## src/rtl/issue_ctrl_pkg.sv

```systemverilog
// Shared types and constants for the instruction issue controller.
package issue_ctrl_pkg;

   localparam int unsigned INSTR_W  = 32;
   localparam int unsigned OPC_W    = 6;
   localparam int unsigned REG_W    = 5;
   localparam int unsigned OPC_LSB  = 26;
   localparam int unsigned SRC1_LSB = 21;
   localparam int unsigned SRC2_LSB = 16;
   localparam int unsigned RDST_LSB = 11;
   localparam int unsigned DEC_W    = INSTR_W - RDST_LSB;

   localparam logic [OPC_W-1:0] OPC_RFORMAT = 6'h00;
   localparam logic [OPC_W-1:0] OPC_ADDI    = 6'h03;
   localparam logic [OPC_W-1:0] OPC_SUBI    = 6'h0B;
   localparam logic [OPC_W-1:0] OPC_ANDI    = 6'h0C;
   localparam logic [OPC_W-1:0] OPC_ORI     = 6'h0D;
   localparam logic [OPC_W-1:0] OPC_XORI    = 6'h0E;

   // OR R0,R0,R0
   localparam logic [INSTR_W-1:0] BUBBLE_INSTR = 32'h0000_0004;

   typedef enum logic [1:0] {
      ST_IDLE  = 2'd0,
      ST_RUN   = 2'd1,
      ST_STALL = 2'd2
   } state_e;

   typedef struct packed {
      logic [REG_W-1:0] src1;
      logic [REG_W-1:0] src2;
      logic             has_src2;
      logic [REG_W-1:0] dest;
   } dec_t;

   // Takes instr[31:11]; the low bits never name a register.
   function automatic dec_t decode(input logic [DEC_W-1:0] f);
      dec_t d;
      logic is_r;
      is_r       = (f[OPC_LSB-RDST_LSB +: OPC_W] == OPC_RFORMAT);
      d.src1     = f[SRC1_LSB-RDST_LSB +: REG_W];
      d.src2     = f[SRC2_LSB-RDST_LSB +: REG_W];
      d.has_src2 = is_r;
      d.dest     = is_r ? f[0 +: REG_W] : f[SRC2_LSB-RDST_LSB +: REG_W];
      return d;
   endfunction

endpackage

```

## src/rtl/issue_fifo.sv

```systemverilog
// Instruction queue: storage, wrapping pointers and a separate occupancy count.
module issue_fifo #(
   parameter int unsigned DEPTH  = 4,
   parameter int unsigned DATA_W = 32
) (
   input  logic              clk,
   input  logic              reset_i,
   input  logic              flush_i,
   input  logic              push_i,
   input  logic              pop_i,
   input  logic [DATA_W-1:0] data_i,
   output logic [DATA_W-1:0] head_o,
   output logic              empty_o,
   output logic              ready_o
);

   localparam int unsigned PTR_W = (DEPTH > 1) ? $clog2(DEPTH) : 1;
   localparam int unsigned CNT_W = $clog2(DEPTH + 1);

   logic [DATA_W-1:0] mem_q [DEPTH];
   logic [PTR_W-1:0]  wptr_q, wptr_d;
   logic [PTR_W-1:0]  rptr_q, rptr_d;
   logic [CNT_W-1:0]  count_q, count_d;
   logic              do_push, do_pop;

   function automatic logic [PTR_W-1:0] ptr_inc(input logic [PTR_W-1:0] p);
      return (p == PTR_W'(DEPTH - 1)) ? '0 : p + PTR_W'(1);
   endfunction

   assign ready_o = (count_q < CNT_W'(DEPTH));
   assign empty_o = (count_q == '0);
   assign head_o  = mem_q[rptr_q];

   // A full queue refuses a push even if the head leaves this cycle.
   always_comb begin
      do_push = push_i && ready_o && !flush_i && !reset_i;
      do_pop  = pop_i && !empty_o && !flush_i && !reset_i;
      wptr_d  = do_push ? ptr_inc(wptr_q) : wptr_q;
      rptr_d  = do_pop  ? ptr_inc(rptr_q) : rptr_q;
      count_d = count_q + CNT_W'(do_push) - CNT_W'(do_pop);
      if (flush_i) begin
         wptr_d  = '0;
         rptr_d  = '0;
         count_d = '0;
      end
   end

   always_ff @(posedge clk) begin
      if (reset_i) begin
         wptr_q  <= '0;
         rptr_q  <= '0;
         count_q <= '0;
      end else begin
         wptr_q  <= wptr_d;
         rptr_q  <= rptr_d;
         count_q <= count_d;
      end
   end

   always_ff @(posedge clk) begin
      if (do_push) mem_q[wptr_q] <= data_i;
   end

endmodule

```

## src/rtl/issue_ctrl.sv

```systemverilog
// Queues CPU instructions and issues them on ibus, inserting bubbles on RAW hazards.
// Define ISSUE_BYPASS_EN to check only the last issued destination (EX forwarding).
module issue_ctrl
   import issue_ctrl_pkg::*;
#(
   parameter int unsigned         FIFO_DEPTH = 4,
   parameter int unsigned         HAZ_WIN    = 2,
   parameter logic [INSTR_W-1:0]  BUBBLE     = BUBBLE_INSTR
) (
   input  logic               clk,
   input  logic               reset,
   input  logic               in_valid,
   input  logic [INSTR_W-1:0] in_instr,
   output logic               in_ready,
   input  logic               flush,
   output logic [INSTR_W-1:0] ibus_out,
   output logic               stall,
   output logic [15:0]        bubble_cnt
);

`ifdef ISSUE_BYPASS_EN
   localparam int unsigned WIN = 1;
`else
   localparam int unsigned WIN = HAZ_WIN;
`endif

   logic [INSTR_W-1:0] head;
   logic               empty;
   logic               head_valid;
   dec_t               head_dec;
   logic               hazard_c;
   logic               pop_c;

   state_e             state_q;
   logic [INSTR_W-1:0] ibus_q;
   logic [15:0]        bub_q;
   logic [REG_W-1:0]   hist_q [HAZ_WIN];

   issue_fifo #(
      .DEPTH  (FIFO_DEPTH),
      .DATA_W (INSTR_W)
   ) u_fifo (
      .clk     (clk),
      .reset_i (reset),
      .flush_i (flush),
      .push_i  (in_valid),
      .pop_i   (pop_c),
      .data_i  (in_instr),
      .head_o  (head),
      .empty_o (empty),
      .ready_o (in_ready)
   );

   assign head_valid = !empty;

   // RAW check of the head against the recent destinations; R0 never blocks.
   always_comb begin
      head_dec = decode(head[INSTR_W-1:RDST_LSB]);
      hazard_c = 1'b0;
      for (int i = 0; i < int'(WIN); i++) begin
         if (hist_q[i] != '0 &&
             (hist_q[i] == head_dec.src1 ||
              (head_dec.has_src2 && hist_q[i] == head_dec.src2))) begin
            hazard_c = 1'b1;
         end
      end
      hazard_c = hazard_c && head_valid;
      pop_c    = head_valid && !hazard_c;
   end

   always_ff @(posedge clk) begin
      if (reset) begin
         state_q <= ST_IDLE;
         ibus_q  <= BUBBLE;
         bub_q   <= '0;
         for (int i = 0; i < int'(HAZ_WIN); i++) hist_q[i] <= '0;
      end else if (flush) begin
         state_q <= ST_IDLE;
         ibus_q  <= BUBBLE;
         for (int i = 0; i < int'(HAZ_WIN); i++) hist_q[i] <= '0;
      end else begin
         for (int i = 1; i < int'(HAZ_WIN); i++) hist_q[i] <= hist_q[i-1];
         if (pop_c) begin
            state_q   <= ST_RUN;
            ibus_q    <= head;
            hist_q[0] <= head_dec.dest;
         end else begin
            ibus_q    <= BUBBLE;
            hist_q[0] <= '0;
            if (head_valid) begin
               state_q <= ST_STALL;
               if (bub_q != 16'hFFFF) bub_q <= bub_q + 16'd1;
            end else begin
               state_q <= ST_IDLE;
            end
         end
      end
   end

   assign ibus_out   = ibus_q;
   assign stall      = (state_q == ST_STALL);
   assign bubble_cnt = bub_q;

endmodule

```

## config.mk

```make
export PLATFORM = sky130hd
export DESIGN_NAME = issue_ctrl
export DESIGN_NICKNAME = d
export VERILOG_FILES = /design/src/rtl/issue_ctrl_pkg.sv /design/src/rtl/issue_fifo.sv /design/src/rtl/issue_ctrl.sv
export SDC_FILE = /design/constraint.sdc
export NUM_CORES = 1
export LEC_CHECK = 0
export BUFFER_PORTS_ARGS = -buffer_cell sky130_fd_sc_hd__clkbuf_2
export CORE_MARGIN = 1.5
export CORE_UTILIZATION = 39
export CTS_CLUSTER_DIAMETER = 100
export CTS_CLUSTER_SIZE = 8
export DETAILED_ROUTE_END_ITERATION = 16
export GPL_TIMING_DRIVEN = 0
export MAX_ROUTING_LAYER = met4
export PLACE_DENSITY = 0.56
export SYNTH_ARGS = -nofsm -noshare
export SYNTH_HDL_FRONTEND = slang
export SYNTH_SLANG_ARGS = --single-unit
```

## constraint.sdc

```tcl
create_clock -name clk -period 3.9 [get_ports clk]
set_clock_uncertainty 0.05 [all_clocks]
set_input_delay 0.39 -clock clk [delete_from_list [all_inputs] [get_ports clk]]
set_output_delay 0.39 -clock clk [all_outputs]
set_load 0.05 [all_outputs]
```

# After elaboration in Yosys (flattened, before gate mapping)
# Memories as Yosys holds them, arrays and structs flattened. A register that Yosys moved wholly into a read port is not among the register bits.
# Cells that the tools add are included.
# totals
inputBits	36
word_cells	89
register_bits	57
ramBits	138
mem_count	2
# op_classes
muxes	32
add_sub_neg	5
n_eq_ne	8
n_lt_le_gt_ge	1
reduce_logical	26
n_bitwise	8
# mem_list
memory	depth	word_bits	read_ports	rd_clocked_by_memory_dff	write_ports	line_no	text
u_fifo.mem_q	4	32	1	1	1	issue_fifo.sv:20	logic [DATA_W-1:0] mem_q [DEPTH];
hist_q	2	5	2	0	2	issue_ctrl.sv:37	logic [REG_W-1:0] hist_q [HAZ_WIN];
# ops
op	count
$mux 5	6
$mux 1	21
$eq 5x5->1	4
$add 16x1->16 const B	1
$ne 16x16->1 const B	1
$logic_and 1x1->1	12
$mux 2	5
$reduce_bool 5->1	2
$eq 2x2->1 const B	3
$logic_not 6->1	1
$reduce_or 3->1	2
$or 1x1->1	5
$add 2x1->2 const B	2
$logic_not 1->1	4
$reduce_and 4->1	1
$add 3x1->3	1
$logic_not 3->1	1
$lt 3x3->1 const B	1
$not 1->1	3
$sub 3x1->3	1
$logic_or 1x1->1	2
$reduce_or 2->1	1

# Logic depth before layout (Yosys ltp)
# Gate-level depths: netlist of the first run.
# An unclocked memory read counts as a cell.
# logic_depth
ltp_word	16
ltp_mapped	18

# Cells and area by module
# A second synthesis of the first run with hierarchy kept.
# hier_totals
cells_unflattened	450
area_unflattened_um2	7579.8
# modules_own_cells
mod	area_per_inst_um2	seq_area_each_um2	n_inst	cells_per_inst
issue_fifo	5153.7	4023.9	1	218
issue_ctrl	2426.1	1251.2	1	232

# Least setup slack after synthesis of the first run
# Ideal clock, no wire load.
# synth_timing
path_kind	reg-to-reg
startpoint	reg (tool-made name)
endpoint	reg u_fifo.count_q[2]
path_slack_ns	0.213
setup_ns	0.124
stages_incl_launch_ff	19
arrival_time_ns	3.513
path_buffers	3
period_less_slack_ns	3.687
path_cell_list	dfxtp_1 > buf_6 > buf_2 > mux4_2 > xnor2_1 > nand3_1 > nor3_2 > nor2_2 > o211ai_4 > buf_6 > inv_1 > ha_1 > inv_1 > ha_1 > inv_1 > fa_1 > xnor2_1 > xnor2_1 > nor2_1
# synth_rtl
item	line_no	text
to (signal assigned)	issue_fifo.sv:56	count_q <= count_d;
to (decl)	issue_fifo.sv:23	logic [CNT_W-1:0] count_q, count_d;

==> qor.txt, run 1 <==
run status = finished clean
Worst R2R Path Depth = 18
crit-path max cell delay = 0.55 ns
die width = 143.3 um
diode count = 0
leakage power total = 3.511 nW
# H-tree levels = 4
Slew @ Worst Pin = 0.9352 ns
first drt pass iteration count = 4
Syn. warnings = 0
Die ar. = 0.02054 sq mm
highest-count cells in the layout ignoring fill and taps = edfxtp_1 (133), clkbuf_2 (86), dfxtp_1 (62), mux4_2 (32), nor2b_1 (31)
share of post-route cells with drive strength above 1 = 35.34%
setup TNS = 0 ns
WP buf/inv = 6
crit path cell chain = buf_6 -> buf_12 -> mux4_2 -> nor4_4 -> nand2_4 -> nor3_4 -> nor2_4 -> o211ai_4 -> buf_8 -> inv_2 -> ha_4 -> inv_1 -> ha_2 -> inv_2 -> fa_2 -> xnor2_2 -> xnor2_1 -> nor2_1
DRC violations left = 0
I/O Buffers = 85
Crit path max-delay family = simple AND/OR/NAND/NOR gates
CTS sink cnt = 197
Mapped Cells = 471
stages on the worst setup path = 18
synth-to-layout area growth = 21.61%
max_cap viols = 0
syn avg cell area = 16.30 sq um
dpl cells = 829
Multi-input gate area = 0.002310 sq mm
maximum clock path buffer count = 2
power density over the cells = 441.3 mW/mm^2
top post-synthesis cells by area = edfxtp_1 (52%), dfxtp_1 (17%), mux4_2 (9.4%)
Yosys top cell by area = edfxtp_1
Starting Density = 39.58%
WHS = 0.1255 ns
filler cell count in the final layout = 1736
first-pass GRT wire length = 23670 um
post-route minimum period = 3.696 ns
die height = 143.3 um
Worst setup SP type = flop
Initial DRC Count = 213
Fin. Hold Viols = 0
Setup CP Type = reg2reg
Worst Hold Class = in2reg
period utilization = 94.78%
max-slew violations = 0
critical path capture point type = flop
Via-to-Cell Ratio = 4.815
# rows = 51
per-cell routed wire length = 17.21 um
Max Freq = 270.5 MHz
fin nets = 646
Final Power = 4.121 mW
crit-path max FO = 7
Non-Filler Instances = 879
GRT Util Overall = 16.23%
Antenna Nets Post-Route = 0
CTS root buffer = clkbuf_16
slowest CP cell = mux4_2
Top cell by count, worst path = inv_2
CP Capture Point = u_fifo.count_q[2]
R2R Path End = u_fifo.count_q[2]
Clock Latency Late Sink = 0.42 ns
via count = 4232
WHS Path Cells = 1
GR Overflow Total = 0
# IOs = 86
hold_buf cts = 0
Layout Utilization = 48.14%
worst endpoint required time = 4.16 ns
top cell type's share of synthesized area = 52.01%
setup slack, reg-to-reg = 0.20 ns
CTS tree = yes
antenna violations before repair = 0
Synth cell types = 43
CTS Buf Count = 17
synthesized cell area = 0.007679 sq mm
RSZ-0062 raised after global routing = false
Clk pin slew, worst setup/hold paths = 0.07 ns
most common cell after layout, fill and taps aside = edfxtp_1
# setup viols final = 0
register bit total from synthesis = 197
post-synthesis sequential area ratio = 68.70%
Max-slew headroom = 37.65%
DPL Wire Length = 10250 um
Post-Route WL = 15130 um
Sequential Area = 0.005278 sq mm
largest net degree at the start of global routing = 30
maximum vdd drop = 0.0003022 V
GPL Wtd Cong = 0.7897
Placeable Area = 0.01940 sq mm
vias in the first global route = 4337
CP arrival = 3.95 ns
registers in the layout (all words and copies together) (netlist names), named ones only:
name            flops
u_fifo.count_q      3
u_fifo.rptr_q       2
bubble_cnt         16
ibus_out           32
u_fifo.wptr_q       2
u_fifo.mem_q      128
state_q             2
hist_q             10
cell families after synthesis:
logic type | after synthesis | share of synthesized area [%]
DFF | 197 | 68.70
and+or+nand+nor | 136 | 10.02
muxes | 54 | 12.48
buffers and inverters | 27 | 1.988
AOI/OAI and AO/OA | 25 | 2.689
xor gates and xnor gates | 22 | 2.509
adders and majority gates | 9 | 1.564
other | 1 | 0.04884
metrics by stage:
step                area (sq um)  setup slack, ns
floorplan                   7694           0.2129
global placement            8451          -0.4194
detailed placement          8536          -0.4986
CTS                         9149          0.01483
global route                9338          0.02158
finish                      9338           0.2037
cell usage after synthesis (all sizes together):
| cell type | n |
|---|---|
| inv | 9 |
| and4 | 2 |
| nor2 | 31 |
| o211ai | 2 |
| edfxtp | 133 |
| o211a | 2 |
| fa | 1 |
| xor2 | 3 |
| conb | 1 |
| nand2 | 12 |
| and2 | 11 |
| clkbuf | 7 |
| nand4 | 4 |
| mux2i | 8 |
| dfxtp | 64 |
| mux2 | 14 |
| nor4 | 1 |
| o22ai | 1 |
| and3 | 20 |
| xnor2 | 19 |
| nor3 | 7 |
| ha | 8 |
| or2 | 4 |
| buf | 11 |
| o21ai | 2 |
| nor2b | 31 |
| a21oi | 16 |
| nand3 | 13 |
| a21o | 1 |
| mux4 | 32 |
| o21a | 1 |
power by group:
| part | switching, mW | leakage (nW) | internal, mW | total (mW) |
|---|---|---|---|---|
| Clock | 0.761 | 0.275 | 0.953 | 1.71 |
| Combinational | 0.0885 | 1.51 | 0.0637 | 0.152 |
| Sequential | 0.00799 | 1.72 | 2.25 | 2.26 |
worst register-to-register path, stage by stage, from the launching register on:
cell and delay, ns:
dfxtp_2 0.32, buf_6 0.12, buf_12 0.13, mux4_2 0.55
nor4_4 0.40, nand2_4 0.12, nor3_4 0.26, nor2_4 0.07
o211ai_4 0.24, buf_8 0.14, inv_2 0.04, ha_4 0.19
inv_1 0.05, ha_2 0.16, inv_2 0.04, fa_2 0.37
xnor2_2 0.15, xnor2_1 0.16, nor2_1 0.05
final cells by class:
type,count,share of cell area [%]
timing repair buffer,107,7.128
clock inverter,14,1.635
sequential,197,56.52
clock buffer,18,4.596
buffer,18,1.474
multi-input combinational,251,24.74
tap,265,3.551
inverter,9,0.3618
worst min-delay path by stage:
stage,from,endpoint
6_report,in_instr[8],u_fifo.mem_q[3][8]
2_1_floorplan,u_fifo.rptr_q[1],flop
5_1_grt,in_instr[29],u_fifo.mem_q[1][29]
4_1_cts,in_instr[8],u_fifo.mem_q[3][8]
3_3_place_gp,u_fifo.rptr_q[1],u_fifo.rptr_q[1]
3_5_place_dp,u_fifo.rptr_q[1],flop
what timing repair did:
action / 4_1_cts / 5_1_grt
pin swaps: 2 / 9
setup endpoints to repair: 2 / 1
setup buffers: 2 / 16
gates resized for setup: 5 / 12
routing by layer:
| layer | vias up | wire length [um] | track usage [%] |
|---|---|---|---|
| met3 | 14 | 450 | 3.699 |
| met2 | 67 | 7559 | 26.60 |
| li1 | 2007 | - | - |
| met1 | 2144 | 6947 | 20.18 |
| met4 | 0 | 172 | 4.995 |
| met5 | - | 0 | - |
Power figures use the tool's default switching activity.
==> run 2: changes to the inputs <==
--- a/config.mk
+++ b/config.mk
@@ -8,10 +8,12 @@
 export BUFFER_PORTS_ARGS = -buffer_cell sky130_fd_sc_hd__clkbuf_2
 export CORE_MARGIN = 1.5
 export CORE_UTILIZATION = 39
+export CTS_BUF_LIST = sky130_fd_sc_hd__clkbuf_8
 export CTS_CLUSTER_DIAMETER = 100
 export CTS_CLUSTER_SIZE = 8
 export DETAILED_ROUTE_END_ITERATION = 16
 export GPL_TIMING_DRIVEN = 0
+export HOLD_SLACK_MARGIN = 0.05
 export MAX_ROUTING_LAYER = met4
 export PLACE_DENSITY = 0.56
 export SYNTH_ARGS = -nofsm -noshare
==> run 2 against run 1 <==
Highest routed layer unchanged. Sequential power barely moved. Hold slack worse by 0.037 ns. Via count is essentially flat. Routed wire length hardly changed. Largest cell class unchanged. Sequential cell count unchanged. Setup slack lost 0.00071 ns. Largest power group unchanged. Count of clock-buffer cells in the layout down 1. Utilization fell by 1.3 points. Global-route usage about the same. Critical endpoint unchanged. Combinational power about the same. Register-to-register slack about the same.
==> qor.txt, run 2 (synthesis gave the netlist of run 1 again) <==
Clk pin slew, worst setup/hold paths = 0.11 ns
period utilization = 94.79%
sequential power share = 61.1%
Setup CP Type = reg2reg
Clock Latency Late Sink = 0.46 ns
Max-slew headroom = 38.54%
power density over the cells = 406.1 mW/mm^2
filler cell count in the final layout = 1770
fin nets = 642
Fin. Hold Viols = 0
I/O Buffers = 85
cell-internal power = 2.882 mW
dpl cells = 829
vias in the first global route = 4357
Post-Route WL = 15130 um
post-route minimum period = 3.697 ns
post-route setup slack = 0.2030 ns
Largest register FFs = 128
Worst Hold Class = in2reg
CTS root buffer = clkbuf_8
Slew @ Worst Pin = 0.9218 ns
Initial DRC Count = 223
via count = 4231
Largest Register = u_fifo.mem_q
# IOs = 86
Starting Density = 39.58%
CTS tree = yes
sw power = 806.3 uW
first-pass GRT wire length = 23650 um
combinational share of power = 4.1%
Metal-1 WL = 6795 um
Antenna Nets Post-Route = 0
die height = 143.3 um
most common cell after layout, fill and taps aside = edfxtp_1
worst endpoint required time = 4.21 ns
CP arrival = 4.00 ns
max-slew violations = 0
run status = finished clean
WHS = 0.08882 ns
GRT Util Overall = 16.22%
Clock power frac = 34.8%
share of post-route cells with drive strength above 1 = 33.93%
critical path capture point type = flop
Die ar. = 0.02054 sq mm
Sw Ratio = 21.86%
per-cell routed wire length = 17.29 um
Final Power = 3.688 mW
antenna violations before repair = 0
met2 wire length = 7543 um
leakage power total = 3.409 nW
# rows = 51
Non-Filler Instances = 875
pre-CTS setup slack = -0.4986 ns
Placeable Area = 0.01940 sq mm
maximum clock path buffer count = 2
routed wire length on met3 = 601 um
# setup viols final = 0
largest net degree at the start of global routing = 30
first drt pass iteration count = 4
# H-tree levels = 4
CTS Buf Count = 17
synth-to-layout area growth = 18.27%
Via-to-Cell Ratio = 4.835
highest-count cells in the layout ignoring fill and taps = edfxtp_1 (133), clkbuf_2 (85), dfxtp_1 (64), mux4_2 (32), nor2b_1 (31)
max_cap viols = 0
Max Freq = 270.5 MHz
GR Overflow Total = 0
diode count = 0
Worst setup SP type = flop
GPL Wtd Cong = 0.7897
max layer used = met4
crit-path max FO = 9
Layout Utilization = 46.81%
CTS sink cnt = 197
hold_buf cts = 0
die width = 143.3 um
DRC violations left = 0
DPL Wire Length = 10250 um
maximum vdd drop = 0.0002229 V
run 2: per-stage QoR:
| step | instance area, sq um | TNS, ns |
|---|---|---|
| floorplan | 7694 | 0 |
| global placement | 8451 | -0.6332 |
| detailed placement | 8536 | -0.7533 |
| CTS | 8954 | 0 |
| global route | 9081 | -0.01865 |
| finish | 9081 | 0 |
run 2: layer usage:
layer,vias up,track usage [%]
li1,1994,-
met1,2136,20.00
met2,83,26.67
met3,18,3.799
met4,0,4.995
met5,-,-
run 2: power groups by stage:
stage                     Combinational [mW]  Sequential [mW]  Clock [mW]
after floorplan                       0.0756             2.31           0
after global placement                 0.138             2.30           0
after detailed placement               0.145             2.30           0
after CTS                              0.147             2.25        1.32
after global routing                   0.165             2.26        1.41
final                                  0.150             2.25        1.28
run 2: final timing paths:
kind / depth (start not counted) / slack, ns / to / start
worst max-delay path: 18 / 0.20 / u_fifo.count_q[2] / flop
worst min-delay path: 1 / 0.09 / u_fifo.mem_q[3][8] / in_instr[8]
worst max register to register: 18 / 0.20 / u_fifo.count_q[2] / flop
worst min register to register: 2 / 0.44 / flop / u_fifo.rptr_q[1]
run 2: worst max-delay path, stage by stage (launching register included):
cell	delay, ns
dfxtp_1	0.33
buf_6	0.12
buf_12	0.13
mux4_2	0.55
nor4_4	0.40
nand4_1	0.17
o22ai_2	0.25
nand2_2	0.11
o211ai_4	0.11
buf_8	0.13
inv_1	0.04
ha_1	0.27
inv_1	0.05
ha_1	0.13
inv_1	0.05
fa_2	0.35
xnor2_2	0.15
xnor2_1	0.16
nor2_1	0.05
run 2: what timing repair did:
item	in CTS	in global routing
resized for setup	4	7
setup endpoints to repair	2	1
setup buffers	2	12
pin swaps	2	4
run 2: final cells by class:
| class | instances | area, sq um | area share (%) |
|---|---|---|---|
| buffer | 18 | 137.6 | 1.516 |
| clock buffer | 17 | 234.0 | 2.576 |
| clock inverter | 15 | 156.4 | 1.722 |
| inverter | 9 | 33.78 | 0.3720 |
| multi-input combinational | 251 | 2290 | 25.21 |
| sequential | 197 | 5275 | 58.09 |
| tap | 265 | 331.6 | 3.651 |
| timing repair buffer | 103 | 623.1 | 6.861 |
